## src/rtl/cache_miss_arbiter_pkg.sv

```systemverilog
// Shared encodings for the cache miss arbiter: FSM states and fill-owner codes.
// Imported by the top module and the round-robin picker.
package cache_miss_arbiter_pkg;

  typedef enum logic [1:0] {
    ST_IDLE  = 2'd0,
    ST_REQ   = 2'd1,
    ST_FILL  = 2'd2,
    ST_DRAIN = 2'd3
  } state_e;

  localparam logic OWNER_I = 1'b0;
  localparam logic OWNER_D = 1'b1;

endpackage

```

## src/rtl/cache_miss_arbiter_rr_arb2.sv

```systemverilog
// Two-input round-robin picker: bit 0 is the I-cache, bit 1 the D-cache.
// On a tie the requester that did not win last time is granted.
module rr_arb2
  import cache_miss_arbiter_pkg::*;
(
  input  logic [1:0] req,
  input  logic       last_grant,
  output logic [1:0] grant
);

  always_comb begin
    grant = 2'b00;
    case (req)
      2'b01:   grant = 2'b01;
      2'b10:   grant = 2'b10;
      2'b11:   grant = (last_grant == OWNER_I) ? 2'b10 : 2'b01;
      default: grant = 2'b00;
    endcase
  end

endmodule

```

## src/rtl/cache_miss_arbiter.sv

```systemverilog
// Arbitrates I-/D-cache misses onto one line-fill FSM, holds the winning address
// for the whole fill, routes write strobes to the owner and drives per-cache stalls.
module cache_miss_arbiter
  import cache_miss_arbiter_pkg::*;
#(
  parameter int ADDR_W         = 16,
  parameter int TIMEOUT_CYCLES = 64
) (
  input  logic              clk,
  input  logic              rst_n,
  input  logic              icache_miss,
  input  logic [ADDR_W-1:0] icache_miss_addr,
  input  logic              dcache_miss,
  input  logic [ADDR_W-1:0] dcache_miss_addr,
  input  logic              fill_busy,
  input  logic              fill_write_data,
  input  logic              fill_write_tag,
  output logic              miss_detected,
  output logic [ADDR_W-1:0] miss_address,
  output logic              icache_write_data,
  output logic              icache_write_tag,
  output logic              dcache_write_data,
  output logic              dcache_write_tag,
  output logic              icache_stall,
  output logic              dcache_stall,
  output logic              fill_owner,
  output logic              fill_timeout
);

  localparam int                WDOG_W     = $clog2(TIMEOUT_CYCLES) + 1;
  localparam logic [WDOG_W-1:0] WDOG_LIMIT = WDOG_W'(TIMEOUT_CYCLES - 1);
  localparam logic [WDOG_W-1:0] WDOG_MAX   = '1;

  state_e              state_q;
  logic [ADDR_W-1:0]   addr_q;
  logic                owner_q;
  logic                last_grant_q;
  logic [WDOG_W-1:0]   wdog_q;
  logic                timeout_q;

  logic [1:0]          req;
  logic [1:0]          grant;
  logic                owner_miss;
  logic                fsm_busy;
  logic                in_fill;

  assign req        = {dcache_miss, icache_miss};
  assign owner_miss = (owner_q == OWNER_D) ? dcache_miss : icache_miss;

  rr_arb2 u_rr_arb2 (
    .req        (req),
    .last_grant (last_grant_q),
    .grant      (grant)
  );

  always_ff @(posedge clk or negedge rst_n) begin
    if (!rst_n) begin
      state_q      <= ST_IDLE;
      addr_q       <= '0;
      owner_q      <= OWNER_I;
      last_grant_q <= OWNER_I;
      wdog_q       <= '0;
      timeout_q    <= 1'b0;
    end else begin
      case (state_q)
        ST_IDLE: begin
          if (grant != 2'b00) begin
            owner_q      <= grant[1];
            last_grant_q <= grant[1];
            addr_q       <= grant[1] ? dcache_miss_addr : icache_miss_addr;
            state_q      <= ST_REQ;
          end
        end
        ST_REQ: begin
          if (fill_busy) begin
            state_q <= ST_FILL;
            wdog_q  <= '0;
          end else if (!owner_miss) begin
            state_q <= ST_IDLE;
          end
        end
        ST_FILL: begin
          if (wdog_q != WDOG_MAX) wdog_q <= wdog_q + 1'b1;
          // A tag write always completes the line, even on the watchdog's last cycle.
          if (fill_write_tag) begin
            state_q <= ST_DRAIN;
          end else if (!fill_busy || (wdog_q == WDOG_LIMIT)) begin
            timeout_q <= 1'b1;
            state_q   <= ST_IDLE;
          end
        end
        ST_DRAIN: begin
          if (!fill_busy) state_q <= ST_IDLE;
        end
        default: state_q <= ST_IDLE;
      endcase
    end
  end

  assign fsm_busy      = (state_q != ST_IDLE);
  assign in_fill       = (state_q == ST_FILL);
  assign miss_detected = (state_q == ST_REQ);
  assign miss_address  = fsm_busy ? addr_q : '0;

  assign icache_write_data = in_fill && (owner_q == OWNER_I) && fill_write_data;
  assign icache_write_tag  = in_fill && (owner_q == OWNER_I) && fill_write_tag;
  assign dcache_write_data = in_fill && (owner_q == OWNER_D) && fill_write_data;
  assign dcache_write_tag  = in_fill && (owner_q == OWNER_D) && fill_write_tag;

  // Stalls are held low while reset is asserted so every output is quiet during reset.
  assign icache_stall = rst_n && (icache_miss || (fsm_busy && (owner_q == OWNER_I)));
  assign dcache_stall = rst_n && (dcache_miss || (fsm_busy && (owner_q == OWNER_D)));

  assign fill_owner   = owner_q;
  assign fill_timeout = timeout_q;

endmodule
```

## config.mk

```make
export PLATFORM = sky130hd
export DESIGN_NAME = cache_miss_arbiter
export DESIGN_NICKNAME = d
export VERILOG_FILES = /design/src/rtl/cache_miss_arbiter_pkg.sv /design/src/rtl/cache_miss_arbiter_rr_arb2.sv /design/src/rtl/cache_miss_arbiter.sv
export SDC_FILE = /design/constraint.sdc
export NUM_CORES = 1
export LEC_CHECK = 0
export BUFFER_PORTS_ARGS = -buffer_cell sky130_fd_sc_hd__buf_2
export CAP_MARGIN = 20
export CORE_UTILIZATION = 52
export CTS_CLUSTER_DIAMETER = 200
export DETAILED_ROUTE_END_ITERATION = 8
export PLACE_DENSITY = 0.84
export SYNTH_ARGS = -nofsm -noshare
export SYNTH_HDL_FRONTEND = slang
export SYNTH_SLANG_ARGS = --single-unit
```

## constraint.sdc

```tcl
create_clock -name clk -period 2.3 [get_ports clk]
set_clock_uncertainty 0.1 [all_clocks]
set_input_delay 0 -clock clk [delete_from_list [all_inputs] [get_ports clk]]
set_output_delay 0 -clock clk [all_outputs]
set_load 0.01 [all_outputs]
```

Word level (Yosys, flattened, before mapping)
Index checks and enable logic that the tools add are counted.

Register bits after elaboration: 27. Bits in latches: 0. RAM bits: 0. Bits in read-only memories: 0. Bits of input ports: 39. Output and inout bits: 25. Memories kept: 0.

Add/sub/neg operators: 1. Multiply operators: 0. Div/mod/pow operators: 0. Magnitude comparators: 0. Equal/unequal tests: 14. Shift-type cells: 0. Multiplexer cells: 15. Bitwise logic cells: 2. Reductions and logical operators: 22.

Operators by type and width (number): $mux 16 (2); $mux 2 (7); $mux 7 (2); $pmux 7 s2 (1); $logic_and 1x1->1 (10); $eq 2x2->1 const B (4); $pmux 2 s4 (1); $add 7x1->7 const B (1); $eq 7x6->1 const B (1); $ne 7x7->1 const B (1); $ne 2x2->1 const B (3); $pmux 2 s3 (1); $reduce_and 3->1 (2); $reduce_bool 2->1 (3); $eq 2x1->1 const B (2); $reduce_and 4->1 (1); $logic_or 1x1->1 (3); $ne 3x2->1 const B (1); $ne 3x3->1 const B (1); $logic_not 2->1 (1); $ne 2x1->1 const B (1); $not 1->1 (2); $reduce_and 2->1 (1); $logic_not 1->1 (1); $mux 1 (1).

Longest topological paths before layout
Gate-level depths: netlist (run 1).

Depth in word-level cells: 5. Mapped depth: 6.

By module
Synthesis (run 1) repeated with hierarchy kept, for this count alone.

Cell total of the unflattened synthesis: 153. Area total of the unflattened synthesis: 1666.6 µm².

Modules (own cells, without submodules): cache_miss_arbiter (times used 1, cells each 150, area each 1647.8 µm², sequential area each 675.6 µm²); rr_arb2 (times used 1, cells each 3, area each 18.8 µm², sequential area each 0.0 µm²).

Worst setup path after synthesis (run 1)
No wires, ideal clock.

Kind: reg-to-reg. Start: reg wdog_q[0]. End: reg wdog_q[1]. Library setup time: 0.111 ns. Arrival time: 1.300 ns. Data required time: 2.089 ns. Setup slack: 0.788 ns. Stages on the path, launching flop included: 5. Cell sequence: dfrtp_1 > ha_1 > nand4_2 > or2_1 > a222oi_1.

Longest elaborated chain between the ends: 3. Elaborated cells on any way between the ends: 6.

Ends and longest elaborated chain: start: declaration (RTL line cache_miss_arbiter.sv:38) `logic [WDOG_W-1:0] wdog_q;`; start signal: assignment (RTL line cache_miss_arbiter.sv:83) `if (wdog_q != WDOG_MAX) wdog_q <= wdog_q + 1'b1;`; $add 7x1->7 / $ne 7x7->1 (equally long branches) (RTL line cache_miss_arbiter.sv:83); $mux 7 / $ne 2x1->1 (equally long branches); $pmux 7 s2 / $reduce_and 3->1 (equally long branches).

Parallel ways exist; a longest one is shown, timed or not. The select of a mux whose other input is x is not followed. A chain may end at the register's enable or synchronous reset.

Final worst setup path (run 1)
Start: reg last_grant_q. End: reg addr_q[5].

Longest elaborated chain between the ends: 4. Elaborated cells on any way between the ends: 5.

Ends and longest elaborated chain: start: declaration (RTL line cache_miss_arbiter.sv:37) `logic last_grant_q;`; start signal: assignment (RTL line cache_miss_arbiter.sv:69) `last_grant_q <= grant[1];`; $mux 2 * (RTL line cache_miss_arbiter_rr_arb2.sv:16) `2'b11: grant = (last_grant == OWNER_I) ? 2'b10 : 2'b01;`; $pmux 2 s3 * (RTL line cache_miss_arbiter_rr_arb2.sv:13) `case (req)`; $reduce_bool 2->1 (RTL line cache_miss_arbiter.sv:67) `if (grant != 2'b00) begin`; $reduce_and 2->1 (no source line); end signal: assignment (RTL line cache_miss_arbiter.sv:70) `addr_q <= grant[1] ? dcache_miss_addr : icache_miss_addr;`; end: declaration (RTL line cache_miss_arbiter.sv:35) `logic [ADDR_W-1:0] addr_q;`.

Mark *: on every way between the ends. The rest lies on a longest branch, timed or not.

==> summary.txt, run 1 <==
Status
  – Status: completed

Setup path
  – Worst setup EP type: flop
  – R2R setup slack: 140 ps
  – R2r startpoint: last_grant_q
  – Critical path type: flop to flop
  – FF-to-FF End: addr_q[5]
  – Reg2reg path depth: 5
  – CP Launch Type: flop
  – Arrival @ worst endpoint: 2290 ps
  – Req. time, crit path: 2430 ps
  – Crit Path Max Fanout: 17

Timing
  – Relative slew slack: 63.04%
  – Worst Max-Slew Pin Slew: 554.4 ps
  – F_max: 463.0 MHz
  – Final min period: 2160 ps
  – Hold Vio Cnt, Final: 0
  – Worst hold slack: 91.15 ps
  – Unrepaired setup endpoints after global routing: false
  – TNS Setup: 0 ps
  – Max-slew violation count: 0
  – Finish-stage setup viols: 0
  – Final period util: 93.90%

Die
  – Core area: 0.003028 mm^2
  – Initial core utilization: 54.55%
  – Die area: 0.003405 mm^2
  – FP Rows: 20
  – I/O Pins: 64
  – Die Y: 58.36 um
  – Die W: 58.36 um

Clock network
  – CTS root buffer: clkbuf_4
  – Max H-tree Level: 1
  – Skew-Pair Late Insertion Delay: 330 ps
  – TritonCTS Buffers: 3
  – CTS Sinks: 27
  – TritonCTS clock tree: done
  – Max Root-Sink Buffers: 2
  – Reg clk slew, reported paths: 150 ps

Detailed routing
  – WL final: 5217 um
  – 1st-pass router iterations: 4
  – Routed len/inst: 16.67 um
  – Post-route ant nets: 0
  – Via count: 1,769
  – Drt via density: 5.652
  – DRC: 0
  – DR iter-0 viols: 129

Power
  – Leak: 1.103 nW
  – VDD IR max: 0.5268 mV
  – PwrDens: 1065 mW/mm^2

Global route
  – GR Overflow Total: 0
  – Initial antenna violation count: 0
  – First-pass GRT wire length: 8314 um
  – Largest net degree at the start of global routing: 21
  – Overall routing resource usage: 32.85%
  – Number of global-route vias before repair: 1,844

Cells and area
  – Commonest non-fill, non-tap cell in the layout: buf_2
  – Most frequent cells in the layout: buf_2 (63), dlygate4sd3_1 (37), dfrtp_1 (27), a21oi_1 (24), nor2b_1 (18)
  – Total inserted antenna cells: 0
  – Final nets: 310
  – Area delta synth->final: 44.70%
  – Share of layout cells above drive strength 1: 33.09%

Logic synthesis
  – Synth Register Bits: 27
  – Most area-hungry cell type in the Yosys netlist: dfrtp_1
  – Post-Syn Instances: 169
  – Syn Nets: 209
  – Sequential area share after synthesis: 40.91%
  – Top cell type's share of synthesized area: 40.91%
  – Top cells by area, synth: dfrtp_1 (41%), mux2i_1 (10%), a21oi_1 (7.3%)
  – Post-Syn Area: 0.001652 mm^2
  – Synthesized area per cell: 9.773 um^2
  – Netlist cell types: 39
  – Ys Warns: 0

Min path
  – Hold path start: dcache_miss
  – HP Class: input pin to flop
  – Worst hold path stage count: 4
  – WHS Endpoint: state_q[0]

Place
  – Post-DP HPWL: 2716 um
  – IO Port Bufs: 63
  – Routability Congestion: 0.8604

Job
  – Max_cap viols: 0
## report_power, final
group	switching, W	total (W)	internal, W
clock network	0.000143	0.000211	0.0000681
logic	0.000809	0.00147	0.000664
registers	0.000191	0.000861	0.000670
total	0.00114	0.00255	0.00140
## kinds of logic after synthesis
group	Yosys count	share of synthesized area [%]
AND/OR/NAND/NOR	55	18.56
multiplexers	18	11.67
buffers and inverters	15	6.212
adder cells (fa/ha/maj)	1	0.7575
AO/OA/AOI/OAI	53	21.89
flip-flops	27	40.91
## registers in the layout, indices dropped and copies added (netlist names)
name,flops
fill_timeout,1
addr_q,16
state_q,2
last_grant_q,1
wdog_q,7
## per-stage QoR
stage / cell area, um^2 / worst slack [ps] / power [W] / std cells / util [%]
4_1_cts: 2390 / 255.2 / 0.002436 / 313 / 78.93
5_1_grt: 2390 / 83.23 / 0.002707 / 313 / 78.93
2_1_floorplan: 1652 / 788.5 / 0.001736 / 169 / -
3_5_place_dp: 1993 / 648.1 / 0.002141 / 272 / 65.83
3_3_place_gp: 1993 / 651.8 / 0.002110 / 272 / 65.83
6_report: 2390 / 140.2 / 0.002546 / 313 / 78.93
## layout make-up
cell class,count,area (um^2)
Timing Repair Buffer,107,738.2
Multi-Input combinational cell,127,879.6
Tap cell,44,55.05
Clock buffer,4,26.28
Sequential cell,27,675.6
Fill cell,184,638.1
Inverter,4,15.01
## critical path: stages, from the launching register on
cell,delay (ps)
dfrtp_1,500
a21boi_2,170
buf_4,300
mux2i_1,320
dlygate4sd3_1,620
a21oi_2,60
## Yosys cell counts (all sizes together)
library cell	number
and2	1
nor2	9
nor4	1
o21a	2
nand3b	1
a211oi	3
nand4	1
a2bb2oi	1
nand2b	3
o21ai	3
a21oi	34
o211ai	1
mux2i	17
mux4	1
nand2	9
inv	4
nor2b	18
or2	2
and3	6
a222oi	1
a41oi	2
clkbuf	3
ha	1
a21o	1
o2111a	1
nand3	1
nor3	2
dfrtp	27
buf	8
nor3b	1
a221oi	1
a21boi	3
## worst max path at each step
stage,endpoint,start,cells past startpoint
6_report,addr_q[5],last_grant_q,5
5_1_grt,addr_q[5],last_grant_q,5
3_5_place_dp,wdog_q[1],wdog_q[1],4
3_3_place_gp,wdog_q[1],wdog_q[1],4
4_1_cts,state_q[1],wdog_q[1],5
2_1_floorplan,wdog_q[1],wdog_q[0],4
## what timing repair did
| action | 4_1_cts | 5_1_grt |
|---|---|---|
| setup buffers | 0 | 0 |
| gates resized for setup | 0 | 0 |
| hold buffers | 37 | 0 |
| endpoints found under the hold margin | 47 | 0 |
| endpoints found under the setup margin | 0 | 0 |
## routing by layer
layer	wire length (um)	up-vias	GRT usage (%)	part of all wire, %
li1	-	807	-	-
met1	2023	842	38.80	39
met2	2653	93	56.32	51
met3	283	27	4.615	5.4
met4	256	0	20.75	4.9
met5	0	-	0	0
Note: power is estimated with default switching activity, not from simulation.
==> run 2: changes to the inputs <==
==> constraint.sdc (replaced) <==
create_clock -name clk -period 2.6 [get_ports clk]
set_clock_uncertainty 0.1 [all_clocks]
set_input_delay 0 -clock clk [delete_from_list [all_inputs] [get_ports clk]]
set_output_delay 0 -clock clk [all_outputs]
set_load 0.01 [all_outputs]
==> run 2 against run 1 <==
Wire length shrank 4.2%. Die area unchanged. Hold slack got worse by 22 ps. Critical path depth unchanged. Via count down 3.5%. Combinational power down 12%. Clock power is 10% lower. Sequential power fell by 13%. Critical endpoint is now icache_stall. Largest cell class unchanged.
==> summary.txt, run 2 (synthesis results as in run 1) <==
Die
  – I/O Pins: 64
  – Initial core utilization: 54.55%
  – FP Rows: 20
  – Die area: 0.003405 mm^2
  – Core area: 0.003028 mm^2
  – Die Y: 58.36 um
  – Die W: 58.36 um

Timing
  – Final period util: 82.45%
  – Worst hold slack: 68.91 ps
  – F_max: 466.5 MHz
  – Max-slew violation count: 0
  – Worst Max-Slew Pin Slew: 948.5 ps
  – Final min period: 2144 ps
  – TNS Setup: 0 ps
  – Relative slew slack: 36.77%
  – Unrepaired setup endpoints after global routing: false
  – Hold Vio Cnt, Final: 0
  – Finish-stage setup viols: 0

Setup path
  – Capture point of the critical path: icache_stall
  – CP max-delay cell: dfrtp_1
  – FF-to-FF End: addr_q[6]
  – Arrival @ worst endpoint: 2040 ps
  – CP Launch Type: flop
  – Critical path, cell by cell: nor2_2 -> buf_4 -> nor2_1 -> o21a_1 -> buf_2
  – CP max stage delay: 560 ps
  – Crit Path Max Fanout: 27
  – R2r startpoint: last_grant_q
  – R2R setup slack: 480 ps
  – Worst setup EP type: output pin
  – Crit path launch: state_q[1]
  – Critical path type: flop to output pin
  – Reg2reg path depth: 5
  – Req. time, crit path: 2500 ps

Cells and area
  – Post-layout util: 77.85%
  – Area delta synth->final: 42.73%
  – Most flops, register: addr_q
  – Commonest non-fill, non-tap cell in the layout: buf_2
  – Final nets: 306
  – Share of layout cells above drive strength 1: 32.45%
  – Number of flip-flops under the largest register name: 16
  – Top flop regs: addr_q: 16 flops, wdog_q: 7 flops, state_q: 2 flops
  – Total inserted antenna cells: 0
  – Most frequent cells in the layout: buf_2 (63), dlygate4sd3_1 (36), dfrtp_1 (27), a21oi_1 (24), nor2b_1 (18)

Detailed routing
  – Post-route ant nets: 0
  – DR iter-0 viols: 65
  – Routed len/inst: 16.17 um
  – Via count: 1,707
  – Drt via density: 5.524
  – DRC: 0
  – WL final: 4996 um
  – 1st-pass router iterations: 4

Power
  – Clk network pwr share: 8.5%
  – Leak: 1.084 nW
  – PwrDens: 946.8 mW/mm^2
  – Sequential share of power: 33.5%
  – VDD IR max: 0.5502 mV
  – Power Internal: 0.001228 W
  – Combinational share of power: 58.0%
  – Net Switching: 0.001004 W
  – Switching share of power: 44.98%

Clock network
  – CTS root buffer: clkbuf_4
  – Skew-Pair Late Insertion Delay: 330 ps
  – Max H-tree Level: 1
  – CTS Sinks: 27
  – Post-cts sizing count: 0
  – TritonCTS clock tree: done
  – TritonCTS Buffers: 3
  – Reg clk slew, reported paths: 150 ps
  – Max Root-Sink Buffers: 2

Global route
  – Number of global-route vias before repair: 1,714
  – Initial antenna violation count: 0
  – GR Overflow Total: 0
  – Largest net degree at the start of global routing: 30
  – First-pass GRT wire length: 7969 um
  – Overall routing resource usage: 31.34%

Job
  – Max_cap viols: 0

Min path
  – HP Class: input pin to flop

Place
  – Post-DP HPWL: 2601 um
  – IO Port Bufs: 63
  – Routability Congestion: 0.8241

Status
  – Status: completed
-- run 2: cell types whose count changed in the layout (fill, tap and decap cells not counted), sizes merged --
cell	delta
buf	-3
dlygate4sd3	-1
-- run 2: layout make-up --
class	instances	area (um^2)
flip-flops and latches	27	675.6
repair buffers	103	705.7
inverters	4	15.01
clock buffers	4	26.28
well taps	44	55.05
fillers	190	670.6
multi-input cells	127	879.6
-- run 2: what timing repair did --
action,4_1_cts,5_1_grt
hold buffers,36,0
hold endpoints to repair,49,0
setup buffers,0,0
-- run 2: per-stage QoR --
stage               instance area [um^2]  total power, W  cells  setup slack [ps]
floorplan                           1652        0.001536    169              1088
global placement                    1971        0.001853    269             938.0
finish                              2357        0.002232    309             456.2
CTS                                 2357        0.002147    309             524.0
global route                        2357        0.002388    309             352.1
detailed placement                  1971        0.001883    269             917.4
-- run 2: how the worst min path moves through the flow --
stage | from | endpoint | slack [ps] | cells past startpoint
floorplan | rst_n | addr_q[0] | -400 | 0
global placement | rst_n | wdog_q[3] | -40 | 1
detailed placement | rst_n | wdog_q[3] | -40 | 1
CTS | dcache_miss | state_q[0] | 70 | 4
global route | dcache_miss | state_q[0] | 100 | 4
finish | dcache_miss | state_q[0] | 70 | 4
-- run 2: critical path, delay by kind of cell, from the launching register on --
kind,cells,cell delay [ps]
flops,1,560
buf+inv,2,510
simple gates,2,450
compound gates,1,190
-- run 2: power by group through the flow --
| stage | clock network, W | logic, W | registers (W) |
|---|---|---|---|
| 2_1_floorplan | 0 | 0.000842 | 0.000694 |
| 3_3_place_gp | 0 | 0.00112 | 0.000733 |
| 3_5_place_dp | 0 | 0.00114 | 0.000745 |
| 4_1_cts | 0.000187 | 0.00122 | 0.000736 |
| 5_1_grt | 0.000201 | 0.00141 | 0.000774 |
| 6_report | 0.000190 | 0.00129 | 0.000748 |
-- run 2: per-layer routing --
metal	part of all wire, %	GRT usage, %
met1	41	38.66
met3	4.8	6.374
met5	0	0
met4	3.6	14.97
met2	51	52.71
==> run 3: changes to the inputs <==
--- a/config.mk
+++ b/config.mk
@@ -7,10 +7,10 @@
 export LEC_CHECK = 0
 export BUFFER_PORTS_ARGS = -buffer_cell sky130_fd_sc_hd__buf_2
 export CAP_MARGIN = 20
-export CORE_UTILIZATION = 52
+export CORE_UTILIZATION = 48
 export CTS_CLUSTER_DIAMETER = 200
 export DETAILED_ROUTE_END_ITERATION = 8
-export PLACE_DENSITY = 0.84
+export PLACE_DENSITY = 0.79
 export SYNTH_ARGS = -nofsm -noshare
 export SYNTH_HDL_FRONTEND = slang
 export SYNTH_SLANG_ARGS = --single-unit
==> constraint.sdc (replaced) <==
create_clock -name clk -period 2.1 [get_ports clk]
set_clock_uncertainty 0.1 [all_clocks]
set_input_delay 0 -clock clk [delete_from_list [all_inputs] [get_ports clk]]
set_output_delay 0 -clock clk [all_outputs]
set_load 0.01 [all_outputs]
==> run 3 against run 2 <==
Power rose by 21%. Critical path depth unchanged. Sequential share of layout area decreased by 0.20 points. Clock power increased by 35%. Core utilization fell by 2.6 points. First-iteration DRC count rose to 2.8 times the previous value. Hold slack lost 12 ps. Setup slack got worse by 340 ps. Combinational power is 17% higher. Sequential cell count unchanged. Via count fell by 1.5%.
==> summary.txt, run 3 (synthesis results as in run 1) <==
Status
  – Status: completed

Setup path
  – R2r startpoint: last_grant_q
  – R2R setup slack: 120 ps
  – FF-to-FF End: addr_q[0]
  – Req. time, crit path: 2250 ps
  – Worst setup EP type: flop
  – Arrival @ worst endpoint: 2130 ps
  – Critical path type: flop to flop
  – Crit Path Max Fanout: 17
  – CP Launch Type: flop
  – Reg2reg path depth: 5

Global route
  – First-pass GRT wire length: 6975 um
  – Largest net degree at the start of global routing: 33
  – Initial antenna violation count: 0
  – Overall routing resource usage: 25.83%
  – Number of global-route vias before repair: 1,613
  – GR Overflow Total: 0

Power
  – VDD IR max: 1.059 mV
  – Leak: 1.093 nW
  – Switching share of power: 44.45%
  – Net Switching: 0.001202 W
  – Clk network pwr share: 9.5%
  – Sequential share of power: 34.6%
  – PwrDens: 1140 mW/mm^2
  – Combinational share of power: 55.9%
  – Power Internal: 0.001503 W
  – Overall power: 0.002705 W

Timing
  – Hold Vio Cnt, Final: 0
  – Worst Max-Slew Pin Slew: 530.9 ps
  – Max-slew violation count: 0
  – TNS Setup: 0 ps
  – Final min period: 1980 ps
  – Unrepaired setup endpoints after global routing: false
  – F_max: 505.0 MHz
  – Final period util: 94.30%
  – Relative slew slack: 64.49%
  – Finish-stage setup viols: 0

Place
  – IO Port Bufs: 63
  – Placed cells: 270
  – Post-DP HPWL: 2596 um
  – Routability Congestion: 0.9482

Cells and area
  – Area of the multi-input gates: 879.6 um^2
  – Total inserted antenna cells: 0
  – Final std cells w/o fill: 310
  – Top flop regs: addr_q: 16 flops, wdog_q: 7 flops, state_q: 2 flops
  – Area delta synth->final: 43.71%
  – Most flops, register: addr_q
  – Number of flip-flops under the largest register name: 16
  – Most frequent cells in the layout: buf_2 (63), dlygate4sd3_1 (36), dfrtp_1 (27), a21oi_1 (24), nor2b_1 (18)
  – Share of layout cells above drive strength 1: 33.08%
  – Commonest non-fill, non-tap cell in the layout: buf_2
  – Seq. cell area: 675.6 um^2
  – Filler instances: 231
  – Final nets: 307

Min path
  – Hold path start: icache_miss
  – Worst hold path stage count: 5
  – WHS Endpoint: last_grant_q
  – HP Class: input pin to flop

Detailed routing
  – Drt via density: 5.423
  – WL final: 4540 um
  – Routed len/inst: 14.65 um
  – Post-route ant nets: 0
  – DRC: 0
  – 1st-pass router iterations: 5
  – DR iter-0 viols: 179
  – Via count: 1,681

Die
  – Die W: 60.66 um
  – I/O Pins: 64
  – FP Rows: 20
  – Die area: 0.003680 mm^2
  – Core area: 0.003153 mm^2
  – Die Y: 60.66 um
  – Initial core utilization: 52.38%

Clock network
  – Max H-tree Level: 1
  – Max Root-Sink Buffers: 2
  – Skew-Pair Late Insertion Delay: 350 ps
  – CTS root buffer: clkbuf_4
  – TritonCTS Buffers: 3
  – TritonCTS clock tree: done
  – Reg clk slew, reported paths: 160 ps
  – CTS Sinks: 27
  – Setup repair bufs after CTS: 0

Job
  – Max_cap viols: 0
run 3: how the worst max path moves through the flow:
| stage | depth (start not counted) | startpoint | endpoint | slack, ps |
|---|---|---|---|---|
| final | 5 | last_grant_q | addr_q[0] | 120 |
| after global routing | 5 | last_grant_q | addr_q[0] | 50 |
| after floorplan | 4 | wdog_q[0] | wdog_q[1] | 590 |
| after CTS | 5 | last_grant_q | addr_q[2] | 110 |
| after detailed placement | 4 | wdog_q[0] | wdog_q[1] | 400 |
| after global placement | 4 | wdog_q[0] | wdog_q[1] | 490 |
run 3: through the flow:
| step | instance area, um^2 | utilization (%) | hold WS [ps] | setup slack [ps] |
|---|---|---|---|---|
| floorplan | 1652 | - | -395.6 | 588.5 |
| global placement | 1978 | 62.74 | -193.7 | 492.0 |
| detailed placement | 1978 | 62.74 | -194.6 | 395.7 |
| CTS | 2370 | 75.16 | 63.88 | 113.4 |
| global route | 2374 | 75.28 | 82.95 | 49.77 |
| finish | 2374 | 75.28 | 57.31 | 119.7 |
run 3: layer usage:
layer	share of wire [%]	vias to the layer above	track usage [%]
met5	0	-	0
met3	4.6	8	5.330
met4	1.1	0	6.494
met1	39	808	27.24
li1	-	801	-
met2	55	64	51.49
run 3: cell type report:
class | count | area share [%]
sequential | 27 | 28.47
tap | 44 | 2.319
inverter | 4 | 0.6326
clock buffer | 3 | 0.9489
multi-input combinational | 127 | 37.06
timing repair buffer | 104 | 30.21
clock inverter | 1 | 0.3690
run 3: repair_timing:
| item | 4_1_cts | 5_1_grt |
|---|---|---|
| gates resized for setup | 0 | 1 |
| hold endpoints to repair | 47 | 0 |
| endpoints found under the setup margin | 0 | 3 |
| hold buffers | 36 | 0 |
run 3: power by group through the flow:
stage / Sequential [W] / Clock [W] / Combinational, W
after floorplan: 0.000859 / 0 / 0.00104
after global placement: 0.000928 / 0 / 0.00136
after detailed placement: 0.000939 / 0 / 0.00138
after CTS: 0.000928 / 0.000255 / 0.00147
after global routing: 0.000974 / 0.000277 / 0.00164
final: 0.000936 / 0.000257 / 0.00151
run 3: worst max-delay path, cell delays in order, from the launching register on:
cell	delay, ps
dfrtp_1	480
a21boi_2	170
buf_6	230
mux2i_1	240
dlygate4sd3_1	600
a21oi_2	60
